File: src/rtl/key_debounce.sv
// Per-key debouncer and edge detector for the front-panel keys.
// Each channel: 2-flop synchroniser, qualification counter, stable level,
// registered press/release pulses and a press-driven toggle.
module key_debounce #(
    parameter int unsigned N             = 8,
    parameter int unsigned STABLE_CYCLES = 60000
) (
    input  logic         clock,
    input  logic         reset,
    input  logic [N-1:0] keys_raw,
    output logic [N-1:0] keys_stable,
    output logic [N-1:0] keys_pressed,
    output logic [N-1:0] keys_released,
    output logic [N-1:0] keys_toggle
);

    localparam int unsigned CntW = (STABLE_CYCLES > 1) ? $clog2(STABLE_CYCLES) : 1;
    localparam logic [CntW-1:0] CntMax = CntW'(STABLE_CYCLES - 1);

    logic [N-1:0]    s1_q, s2_q;
    logic [CntW-1:0] cnt_q [N];
    logic [CntW-1:0] cnt_d [N];
    logic [N-1:0]    stable_q, stable_d;
    logic [N-1:0]    pressed_q, pressed_d;
    logic [N-1:0]    released_q, released_d;
    logic [N-1:0]    toggle_q, toggle_d;

    // Two-stage synchroniser for the asynchronous raw key levels.
    always_ff @(posedge clock or negedge reset) begin
        if (!reset) begin
            s1_q <= '0;
            s2_q <= '0;
        end else begin
            s1_q <= keys_raw;
            s2_q <= s1_q;
        end
    end

    // Per-channel qualification: count cycles of disagreement, accept on the last one.
    always_comb begin
        stable_d   = stable_q;
        pressed_d  = '0;
        released_d = '0;
        toggle_d   = toggle_q;
        for (int unsigned i = 0; i < N; i++) begin
            cnt_d[i] = cnt_q[i];
            if (s2_q[i] == stable_q[i]) begin
                // Any bounce back to the stable level restarts qualification.
                cnt_d[i] = '0;
            end else if (cnt_q[i] == CntMax) begin
                stable_d[i] = s2_q[i];
                cnt_d[i]    = '0;
                if (s2_q[i]) begin
                    pressed_d[i] = 1'b1;
                    toggle_d[i]  = ~toggle_q[i];
                end else begin
                    released_d[i] = 1'b1;
                end
            end else begin
                cnt_d[i] = cnt_q[i] + CntW'(1);
            end
        end
    end

    // State and output registers; every output is a direct flop output.
    always_ff @(posedge clock or negedge reset) begin
        if (!reset) begin
            for (int unsigned i = 0; i < N; i++) begin
                cnt_q[i] <= '0;
            end
            stable_q   <= '0;
            pressed_q  <= '0;
            released_q <= '0;
            toggle_q   <= '0;
        end else begin
            for (int unsigned i = 0; i < N; i++) begin
                cnt_q[i] <= cnt_d[i];
            end
            stable_q   <= stable_d;
            pressed_q  <= pressed_d;
            released_q <= released_d;
            toggle_q   <= toggle_d;
        end
    end

    assign keys_stable   = stable_q;
    assign keys_pressed  = pressed_q;
    assign keys_released = released_q;
    assign keys_toggle   = toggle_q;

endmodule

File: config.mk
export PLATFORM = sky130hd
export DESIGN_NAME = key_debounce
export DESIGN_NICKNAME = d
export VERILOG_FILES = /design/src/rtl/key_debounce.sv
export SDC_FILE = /design/constraint.sdc
export NUM_CORES = 1
export LEC_CHECK = 0
export ABC_AREA = 1
export CAP_MARGIN = 20
export CORE_MARGIN = 8
export CORE_UTILIZATION = 55
export CTS_BUF_LIST = sky130_fd_sc_hd__clkbuf_16
export DETAILED_ROUTE_END_ITERATION = 8
export HOLD_SLACK_MARGIN = 0.05
export PLACE_DENSITY = 0.77
export RECOVER_POWER = 50
export SLEW_MARGIN = 20
export SYNTH_ARGS = -nofsm -noshare
export SYNTH_HDL_FRONTEND = slang
export SYNTH_SLANG_ARGS = --single-unit
File: constraint.sdc
create_clock -name clock -period 1.7 [get_ports clock]
set_input_delay 0.34 -clock clock [delete_from_list [all_inputs] [get_ports clock]]
set_output_delay 0.34 -clock clock [all_outputs]
set_load 0.005 [all_outputs]
==> out/results.ini <==
[outcome]
status = completed

[power]
p_leak_nw = 4.66
design_power_total_mw = 8.12
ir_drop_uv = 784
powerDensity_nw_per_um2 = 801

[clock_tree]
h-tree-depth = 4
path_clk_slew_ns = 0.07
cts_tree = yes
numCtsBuffers = 17
insertion_delay_ns = 0.43
cts-root-buf = clkbuf_16
clock-sinks = 176
cts.path.max_buffers = 2

[grt]
overflow = 0
met1_usage_pct = 22.3
antenna_found_initial = 0
grt_busiest_layer = met2
grt_use_total_pct = 17.8
use_met2_pct = 29.8
grt_max_degree = 39
grt_pass1_wl_um = 29600
first_global_vias = 6732
grt_util_met3_pct = 4.80

[synthesis]
syn_area_um2 = 8780
syn_area_per_cell_um2 = 7.84
yosysTopAreaCellShare_pct = 50.2
yosys_warnings = 0
ys_top_cells_by_area = dfrtp_1, nand2_1, nor2_1
ys_seq_area_share_pct = 50.2
syn_inst = 1120
synth_top_cell_by_area = dfrtp_1
yosysMostFrequentCell = nand2_1
syn-num-nets = 1146
synth_common_cells = nand2_1, nor2_1, dfrtp_1
synth_edf_count = 0
yosys_register_bits = 176
synthFlopType = dfrtp_1
ys_types = 25
async_reset_ff_share_pct = 100

[worst_setup_path]
cp.required_ns = 1.36
critical_path_class = reg -> out
crit_family = buffers and inverters
critPathBufInv = 1
regToRegStartpoint = cnt_q[48]
critPathLaunch = keys_toggle[7]
cp-end-kind = output pin
max_stage_delay_ns = 0.51
critPathArrivalTime_ns = 1.30
cp-start-kind = flip-flop
slowest_stage = clkdlybuf4s50_1
critPathMaxFanout = 3
crit_chain = clkdlybuf4s50_1

[floorplan]
coreArea_um2 = 15800
io_pins = 42
die_y_um = 142
die_area_um2 = 20300
initial_core_util_pct = 55.7
die_w_um = 142
rows = 46

[sta]
hold_violations = 0
rsz0062_at_grt = no
clock.fmax_ghz = 0.610
post-route-min-period_ns = 1.64
worstMarginPinSlew_ns = 1.03
finalSetupViolCount = 0
setup_tns_ns = 0
slew_violations = 0
layout_setup_ws_ns = 0.0615
fin_hold_ws_ns = 0.345
slew_headroom_pct = 31.5
fin_crit_sh_pct = 96.4
finClkSkew_ns = 0.00708

[place]
hpwlAfterDp_um = 12200
dpl.cell_count = 1382
io_buffers = 41
gp_congestion = 0.892
placed_cell_area_um2 = 9560
place_ws_ns = 0.197

[layout]
n_antenna_cell = 0
drive_above_1_share_pct = 7.29
syn_to_final_growth_pct = 15.4
utilization_pct = 64.3
fillers = 1383
final_area_um2 = 10100
nNetsFinal = 1220
stdcell_count = 1423

[drt]
vias = 7111
avgRoutedWirePerCell_um = 11.7
vias_per_cell = 5.00
drtAntennaViolNets = 0
drt_iter0_drc = 390
drt-total-wl_um = 16700
dr.pass1.iters = 5
drc = 0

[hold_path]
min_path_type = reg -> reg
min_from = s1_q[2]

[job]
drv_cap = 0

-- timing repair --
action                     4_1_cts  5_1_grt
gates resized for setup          3        4
setup endpoints to repair        5        9
buffers inserted                 2        6
hold endpoints to repair        33        0
hold buffers                     1        0
-- sequential cells by signal, summed over array words and instances (netlist names) --
name           count
keys_released      8
s1_q               8
keys_pressed       8
keys_toggle        8
cnt_q            128
s2_q               8
keys_stable        8
-- layout make-up --
type                    instances  area (um2)  area share, %
inverters                     139         528           5.21
multi-input cells             805        3850           38.0
flip-flops and latches        176        4400           43.5
repair buffers                 55         547           5.40
clock buffers                  17         425           4.20
well taps                     216         270           2.67
clock inverters                15         113           1.11
-- cell families after synthesis --
group | count (synthesis) | synth area share [%]
adder cells (fa/ha/maj) | 16 | 2.28
buffers and inverters | 139 | 6.01
AND/OR/NAND/NOR | 709 | 35.0
AO/OA/AOI/OAI | 42 | 2.78
XOR/XNOR | 38 | 3.79
flip-flops | 176 | 50.2
-- path summary, 6_finish.rpt --
kind,to,slack [ns],depth (start not counted)
min reg2reg,s2_q[2],0.35,0
min in group asynchronous,cnt_q[31],0.63,2
max,keys_toggle[7],0.06,1
max reg2reg,cnt_q[48],0.18,8
max in group asynchronous,keys_pressed[2],0.23,3
min,s2_q[2],0.35,0
-- placed cells by master (no fill, tap or decap), types with 9 or more instances in the layout --
| cell type | synthesis | layout |
|---|---|---|
| xor2_1 | 37 | 37 |
| clkdlybuf4s50_1 | 0 | 25 |
| nor2_1 | 253 | 253 |
| nor2_2 | 18 | 18 |
| nor3_1 | 13 | 13 |
| ha_1 | 16 | 16 |
| nand3_1 | 70 | 70 |
| nand4_1 | 35 | 35 |
| a21oi_1 | 14 | 14 |
| nand2_1 | 287 | 287 |
| dfrtp_1 | 176 | 176 |
| clkbuf_16 | 0 | 17 |
| inv_1 | 133 | 134 |
| dlygate4sd3_1 | 0 | 9 |
| o21bai_1 | 9 | 9 |
| o21ai_0 | 18 | 18 |
-- power by group --
part,internal [mW],switching [mW]
sequential,4.25,0.0508
combinational,0.0905,0.201
clock,1.88,1.65
total,6.22,1.90
-- layer usage --
| metal | wire length, um | part of all wire [%] |
|---|---|---|
| met5 | 0 | 0 |
| met4 | 148 | 0.89 |
| met3 | 797 | 4.8 |
| met2 | 7940 | 48 |
| met1 | 7790 | 47 |
No activity file was read; power rests on OpenSTA's default activity.
